--- config.mk ---
export PLATFORM = sky130hd
export DESIGN_NAME = vector_seq
export DESIGN_NICKNAME = d
export VERILOG_FILES = /design/src/rtl/vector_seq.sv
export SDC_FILE = /design/constraint.sdc
export NUM_CORES = 1
export LEC_CHECK = 0
export CORE_ASPECT_RATIO = 1.1
export CORE_UTILIZATION = 45
export CTS_CLUSTER_SIZE = 30
export DETAILED_ROUTE_END_ITERATION = 6
export PLACE_DENSITY = 0.73
export SYNTH_ARGS = -nofsm -noshare
export SYNTH_HDL_FRONTEND = slang
export SYNTH_SLANG_ARGS = --single-unit
--- constraint.sdc ---
create_clock -name pclk -period 6.19 [get_ports pclk]
set_input_delay 0.9285 -clock pclk [delete_from_list [all_inputs] [get_ports pclk]]
set_output_delay 0.9285 -clock pclk [all_outputs]
set_load 0.05 [all_outputs]
--- src/rtl/vector_seq.sv ---
// vector_seq: command sequencer for a vector-display line engine.
//
// Commands (move / draw / home / nop with a 10-bit target point) are queued
// in a FIFO_DEPTH-entry FIFO. In IDLE the head command is popped and acted on.
// Move and home only update the beam position. Draw latches the current
// position as the segment start and the target as the segment end, then runs
// ISSUE -> WAIT_START -> WAIT_DONE -> SETTLE around the line engine handshake.
//
// Ports:
//   pclk, reset             clock, synchronous active-high reset
//   cmd_valid/cmd_ready     command handshake (ready = FIFO not full)
//   cmd_op, cmd_x, cmd_y    00 move, 01 draw, 10 home, 11 nop; target point
//   ld_go                   one-cycle start pulse to the line engine
//   ld_busy                 line engine busy
//   ld_stax/stay/endx/endy  segment endpoints, stable ISSUE..SETTLE
//   idle                    FIFO empty and FSM in IDLE
//   seg_count               number of draws issued (wraps at 16 bits)
//   err                     sticky watchdog flag
//
// Optional feature: define VECTOR_SEQ_WATCHDOG_EN to add a 12-bit watchdog
// that aborts a stuck segment after 4095 wait cycles and sets err. Without
// it err is tied low and the wait states wait indefinitely.
module vector_seq #(
  parameter int         FIFO_DEPTH = 4,
  parameter logic [9:0] HOME_X     = 10'd512,
  parameter logic [9:0] HOME_Y     = 10'd512
) (
  input  logic        pclk,
  input  logic        reset,
  input  logic        cmd_valid,
  output logic        cmd_ready,
  input  logic [1:0]  cmd_op,
  input  logic [9:0]  cmd_x,
  input  logic [9:0]  cmd_y,
  output logic        ld_go,
  input  logic        ld_busy,
  output logic [9:0]  ld_stax,
  output logic [9:0]  ld_stay,
  output logic [9:0]  ld_endx,
  output logic [9:0]  ld_endy,
  output logic        idle,
  output logic [15:0] seg_count,
  output logic        err
);

  localparam int AW = $clog2(FIFO_DEPTH);

  localparam logic [1:0] OP_MOVE = 2'b00;
  localparam logic [1:0] OP_DRAW = 2'b01;
  localparam logic [1:0] OP_HOME = 2'b10;

  typedef enum logic [2:0] {
    S_IDLE, S_ISSUE, S_WAIT_START, S_WAIT_DONE, S_SETTLE
  } state_t;

  state_t      state_q, state_d;
  logic [AW:0] wr_ptr_q, wr_ptr_d, rd_ptr_q, rd_ptr_d;
  logic [21:0] mem_q [FIFO_DEPTH];
  logic [9:0]  pos_x_q, pos_x_d, pos_y_q, pos_y_d;
  logic [9:0]  stax_q, stax_d, stay_q, stay_d, endx_q, endx_d, endy_q, endy_d;
  logic [15:0] seg_q, seg_d;
  logic        full, empty, push, pop;
  logic [1:0]  head_op;
  logic [9:0]  head_x, head_y;

  // Extra pointer MSB distinguishes full from empty when the indices match.
  assign empty = (wr_ptr_q == rd_ptr_q);
  assign full  = (wr_ptr_q[AW] != rd_ptr_q[AW]) &&
                 (wr_ptr_q[AW-1:0] == rd_ptr_q[AW-1:0]);
  assign push  = cmd_valid && !full;
  assign pop   = (state_q == S_IDLE) && !empty;
  assign {head_op, head_x, head_y} = mem_q[rd_ptr_q[AW-1:0]];

  // FIFO storage carries no reset; the pointers alone define its contents.
  always_ff @(posedge pclk) begin
    if (push) mem_q[wr_ptr_q[AW-1:0]] <= {cmd_op, cmd_x, cmd_y};
  end

`ifdef VECTOR_SEQ_WATCHDOG_EN
  logic [11:0] wd_q, wd_d;
  logic        err_q, err_d;
`endif

  // State and datapath registers
  always_ff @(posedge pclk) begin
    if (reset) begin
      state_q  <= S_IDLE;
      wr_ptr_q <= '0;
      rd_ptr_q <= '0;
      pos_x_q  <= HOME_X;
      pos_y_q  <= HOME_Y;
      stax_q   <= '0;
      stay_q   <= '0;
      endx_q   <= '0;
      endy_q   <= '0;
      seg_q    <= '0;
`ifdef VECTOR_SEQ_WATCHDOG_EN
      wd_q     <= '0;
      err_q    <= 1'b0;
`endif
    end else begin
      state_q  <= state_d;
      wr_ptr_q <= wr_ptr_d;
      rd_ptr_q <= rd_ptr_d;
      pos_x_q  <= pos_x_d;
      pos_y_q  <= pos_y_d;
      stax_q   <= stax_d;
      stay_q   <= stay_d;
      endx_q   <= endx_d;
      endy_q   <= endy_d;
      seg_q    <= seg_d;
`ifdef VECTOR_SEQ_WATCHDOG_EN
      wd_q     <= wd_d;
      err_q    <= err_d;
`endif
    end
  end

  // Next-state and datapath update
  always_comb begin
    state_d  = state_q;
    wr_ptr_d = push ? wr_ptr_q + 1'b1 : wr_ptr_q;
    rd_ptr_d = pop  ? rd_ptr_q + 1'b1 : rd_ptr_q;
    pos_x_d  = pos_x_q;
    pos_y_d  = pos_y_q;
    stax_d   = stax_q;
    stay_d   = stay_q;
    endx_d   = endx_q;
    endy_d   = endy_q;
    seg_d    = seg_q;
`ifdef VECTOR_SEQ_WATCHDOG_EN
    wd_d     = wd_q;
    err_d    = err_q;
`endif
    unique case (state_q)
      S_IDLE: begin
        if (pop) begin
          unique case (head_op)
            OP_MOVE: begin
              pos_x_d = head_x;
              pos_y_d = head_y;
            end
            OP_DRAW: begin
              stax_d  = pos_x_q;
              stay_d  = pos_y_q;
              endx_d  = head_x;
              endy_d  = head_y;
              pos_x_d = head_x;
              pos_y_d = head_y;
              state_d = S_ISSUE;
            end
            OP_HOME: begin
              pos_x_d = HOME_X;
              pos_y_d = HOME_Y;
            end
            default: ;
          endcase
        end
      end
      S_ISSUE: begin
        seg_d   = seg_q + 16'd1;
        state_d = S_WAIT_START;
`ifdef VECTOR_SEQ_WATCHDOG_EN
        wd_d    = '0;
`endif
      end
      S_WAIT_START: if (ld_busy)  state_d = S_WAIT_DONE;
      S_WAIT_DONE:  if (!ld_busy) state_d = S_SETTLE;
      S_SETTLE:     state_d = S_IDLE;
      default:      state_d = S_IDLE;
    endcase
`ifdef VECTOR_SEQ_WATCHDOG_EN
    // Watchdog overrides the handshake once the wait has run 4095 cycles.
    if (state_q == S_WAIT_START || state_q == S_WAIT_DONE) begin
      if (wd_q == 12'hFFF) begin
        err_d   = 1'b1;
        state_d = S_SETTLE;
      end else begin
        wd_d = wd_q + 12'd1;
      end
    end
`endif
  end

  // Outputs
  always_comb begin
    ld_go     = (state_q == S_ISSUE);
    idle      = empty && (state_q == S_IDLE);
    cmd_ready = !full;
    ld_stax   = stax_q;
    ld_stay   = stay_q;
    ld_endx   = endx_q;
    ld_endy   = endy_q;
    seg_count = seg_q;
  end

`ifdef VECTOR_SEQ_WATCHDOG_EN
  assign err = err_q;
`else
  assign err = 1'b0;
`endif

endmodule
## After elaboration in Yosys (flattened, before gate mapping)

Memories as Yosys holds them, arrays and structs flattened. A register that Yosys moved wholly into a read port is not among the register bits.
Index checks and enable logic that the tools add are counted.

| storage, ports and cells | value |
|---|---|
| logic and storage cells | 50 |
| latch bits | 0 |
| memories | 1 |
| input bits | 26 |
| output and inout port bits | 60 |
| memory bits (writable) | 88 |
| bits in read-only memories | 0 |
| flip-flop bits (word level) | 85 |

Memories:

| memory | depth | bits a word | rd ports | clocked after Yosys merged registers in | write ports | line | text |
|---|---|---|---|---|---|---|---|
| mem_q | 4 | 22 | 1 | 1 | 1 | 58 | `logic [21:0] mem_q [FIFO_DEPTH];` |

| operators by class | value |
|---|---|
| bitwise operators | 0 |
| multiply operators | 0 |
| div/mod/pow operators | 0 |
| shift-type cells | 0 |
| $lt $le $gt $ge | 0 |
| eq/ne operators | 12 |
| reductions and logical operators | 13 |
| muxes and demuxes | 11 |
| add/sub/neg operators | 3 |

Operators with widths:

| kind | number |
|---|---|
| one-hot mux 10 bit (2 select lines) | 2 |
| adder 16 x 1 -> 16 bit, second input constant | 1 |
| two-way mux 3 bit | 4 |
| one-hot mux 3 bit (4 select lines) | 1 |
| adder 3 x 1 -> 3 bit, second input constant | 2 |
| equality test 3 x 2 -> 1 bit, second input constant | 2 |
| != test 2 bit, second input constant | 3 |
| AND reduction 3 bit | 2 |
| logical AND 1 bit | 4 |
| two-way mux 2 bit | 2 |
| AND reduction 4 bit | 1 |
| equality test 3 x 1 -> 1 bit, second input constant | 1 |
| equality test 3 bit | 1 |
| logical NOT 3 bit | 1 |
| equality test 2 x 1 -> 1 bit, second input constant | 1 |
| equality test 2 bit | 1 |
| equality test 2 bit, second input constant | 1 |
| logical NOT 1 bit | 2 |
| logical NOT 2 bit | 1 |
| two-way mux 1 bit | 2 |
| != test 2 x 1 -> 1 bit, second input constant | 1 |
| nonzero test 2 bit | 1 |
| OR reduction 2 bit | 1 |
| != test 1 bit | 1 |

## Depth between registers and ports, before layout

| logic depth | value |
|---|---|
| word-level depth | 6 |
| depth in mapped cells | 6 |
| mapped depth without buffers | 5 |

## Worst setup path after synthesis

Ideal clock, no wire load.

| timing | value |
|---|---|
| path kind | reg2out |
| from | register wr_ptr_q[0] |
| to | output port idle |
| data required time | 5,261 ps |
| arrival time | 1,485 ps |
| stages on the path, launching flop included | 4 |
| slack | 3,777 ps |
| path through | dfxtp_1 > xnor2_1 > nand3_1 > nor2_1 |

| on the way | value |
|---|---|
| cells in the longest elaborated chain, start to end | 2 |

Ends and longest elaborated chain:

| what | line | text |
|---|---|---|
| from (decl) | 57 | `logic [AW:0] wr_ptr_q, wr_ptr_d, rd_ptr_q, rd_ptr_d;` |
| from (signal assigned) | 103 | `wr_ptr_q <= wr_ptr_d;` |
| equality test 3 bit | 67 | `assign empty = (wr_ptr_q == rd_ptr_q);` |
| logical AND 1 bit | 188 | `idle = empty && (state_q == S_IDLE);` |
| to (decl) | 41 | `output logic idle,` |

No other way between the ends.

## Final worst setup path

Same ends and word-level chain as after synthesis.

==> out/qor.csv <==
metric,value,unit
max_slew.worst_pin.slew,1.25,ns
critPathCapture,idle,
fin_crit,3.42,ns
fill_cells,1183,
ir_drop,0.227,mV
cts_tree,yes,
cts_resized,0,
start_util,46.5,%
portBuffers,84,
path_max_fanout,6,
grt_pass1_wl,21800,um
die_h,130,um
final_cells,805,
cts_buffers,17,
skew,0.00998,ns
avgSynthCellArea,12.7,um2
synth_area,6740,um2
ys.warnings.count,0,
power_density,434,nW/um2
cts-root-buf,clkbuf_16,
crit_path_cell_trace,xnor2_1 > nand3_1 > nor2_1 > clkdlybuf4s50_1,
slew_violations,0,
reg2reg_depth,4,
path_clk_slew,0.07,ns
cap_viol_max_count,0,
routedWlPerCell,16.8,um
syn_inst,532,
io_pins,86,
cts_buffer_depth,2,
tns,0,ns
final_common_cell,edfxtp_1,
finish.utilization,57.2,%
cts.sink_count,175,
worstSetupPathType,reg2out,
antenna_cells,0,
layout_common_cells,"edfxtp_1, dfxtp_1, clkdlybuf4s50_1",
relSlewSlack,16.6,%
fp-row-count,46,
vias_per_cell,5.48,
ff2ff_setup_slack,3.20,ns
grt_usage,18.3,%
cp-end-kind,output port,
grt_max_degree,111,
wirelength,13500,um
dieArea,15500,um2
setup_violations,0,
route.detailed.drc,0,
synth-seq-cells,175,
die_x,119,um
final_nets,632,
grt_setup_unrepaired,false,
worst_ep_required_time,5.26,ns
cp_slowest_cell,clkdlybuf4s50_1,
synth.distinct_cells,37,
crit_path_start_kind,flop,
hold_viol_final,0,
dp.cells,773,
worstReg2RegEnd,ld_endy[8],
overflow,0,
routed-via-count,4414,
fmax,0.292,GHz
dr.pass1.iters,5,
hold_class,reg2reg,
period_share,55.3,%
cts_max_level,4,
postCtsSetupBuffers,0,
ys_seq_area_share,65.1,%
place_congestion,0.749,
drive_gt1_share,10.4,%
outcome,completed,
crit_arrival,2.49,ns
antenna_found_initial,0,
leakage,2.66,nW
syn-num-nets,564,
worstSkewPairLatency,0.42,ns
grt_pass1_vias,4237,
hpwl,8670,um
cpPeakStageDelay,0.82,ns
startpoint,wr_ptr_q[0],
syn_to_final_growth,23.1,%
drt_first_iter_violations,264,
coreArea,14500,um2
holdBufCountCts,0,
antenna_left,0,
-- synthesized netlist by cell type --
library cell	n	area (um2)
nand3_1	47	235
dfxtp_1	87	1740
or4_1	2	15.0
a21oi_1	48	240
o21ai_0	45	225
nor4_1	3	18.8
buf_2	3	15.0
buf_4	1	7.51
a311o_1	1	10.0
or3b_1	1	8.76
ha_1	6	75.1
inv_1	23	86.3
a2111oi_0	1	8.76
nor2b_1	4	25.0
xnor2_1	11	96.3
xor2_1	3	26.3
nor4bb_1	1	10.0
nand2_1	8	30.0
nand4_1	3	18.8
nor3_1	3	15.0
conb_1	1	3.75
mux2i_1	2	20.0
a32oi_1	1	8.76
mux4_2	22	495
and3_1	3	18.8
edfxtp_1	88	2640
o31ai_1	2	15.0
a31o_2	1	8.76
clkbuf_1	36	135
mux2_2	2	22.5
and2_1	4	25.0
nor2_1	19	71.3
or3_1	8	50.1
a31oi_1	2	12.5
o32ai_1	18	158
o31a_1	2	17.5
nand2b_1	20	125
-- layer usage --
metal  part of all wire (%)  track usage, %  vias to the layer above
met2                     48            29.1                      123
met1                     46            24.7                     2164
met3                    4.0            4.06                       20
met4                    1.8            7.37                        0
met5                      0               0                        -
li1                       -               -                     2107
-- metrics by stage --
step	instance area (um2)	worst slack (ns)	power [mW]	hold slack, ns
detailed placement	7710	2.88	2.58	0.461
global route	8290	2.64	3.77	0.495
finish	8290	2.77	3.60	0.467
floorplan	6740	3.78	2.26	0.444
CTS	8290	2.76	3.62	0.468
global placement	7710	2.97	2.54	0.458
-- area by class of cell --
| class | instances | area [um2] | share of cell area (%) |
|---|---|---|---|
| clock buffers | 18 | 429 | 5.18 |
| well taps | 192 | 240 | 2.90 |
| inverters | 23 | 86.3 | 1.04 |
| multi-input cells | 294 | 2130 | 25.7 |
| flip-flops and latches | 175 | 4380 | 52.9 |
| clock inverters | 14 | 151 | 1.83 |
| repair buffers | 89 | 873 | 10.5 |
-- how the worst min path moves through the flow --
stage               startpoint          to  slack (ns)  cells past startpoint
global placement    pos_x_q[6]  ld_stax[6]        0.46                      2
finish              pos_x_q[9]  ld_stax[9]        0.47                      2
CTS                 pos_y_q[8]  ld_stay[8]        0.47                      2
floorplan           pos_x_q[0]  ld_stax[0]        0.44                      2
global route        pos_x_q[9]  ld_stax[9]        0.49                      2
detailed placement  pos_x_q[9]  ld_stax[9]        0.46                      2
-- power by group --
group / total, mW / switching (mW) / internal (mW)
Clock: 1.04 / 0.470 / 0.571
Sequential: 1.46 / 0.0934 / 1.37
Combinational: 1.10 / 0.726 / 0.369
-- critical path: cells and delay by family (launching register included) --
| family | cells | cell delay (ns) |
|---|---|---|
| DFF | 1 | 0.38 |
| buffers and inverters | 1 | 0.82 |
| xor gates and xnor gates | 1 | 0.51 |
| and+or+nand+nor | 2 | 0.37 |
-- registers in the layout (all words and copies together) (netlist names), named ones only --
register / flops
ld_endx: 10
ld_endy: 10
ld_stax: 10
ld_stay: 10
mem_q: 88
pos_x_q: 10
pos_y_q: 10
rd_ptr_q: 3
seg_count: 16
state_q: 3
wr_ptr_q: 3
-- cell families after synthesis --
kind of cell    count (synthesis)  synth area share, %
xor+xnor                       14                 1.82
simple gates                  126                 9.90
compound gates                121                 10.5
mux                            26                 7.98
buf+inv                        63                 3.62
fa+ha+maj                       6                 1.11
other cells                     1               0.0556
flops                         175                 65.1
No activity file was read; power rests on OpenSTA's default activity.
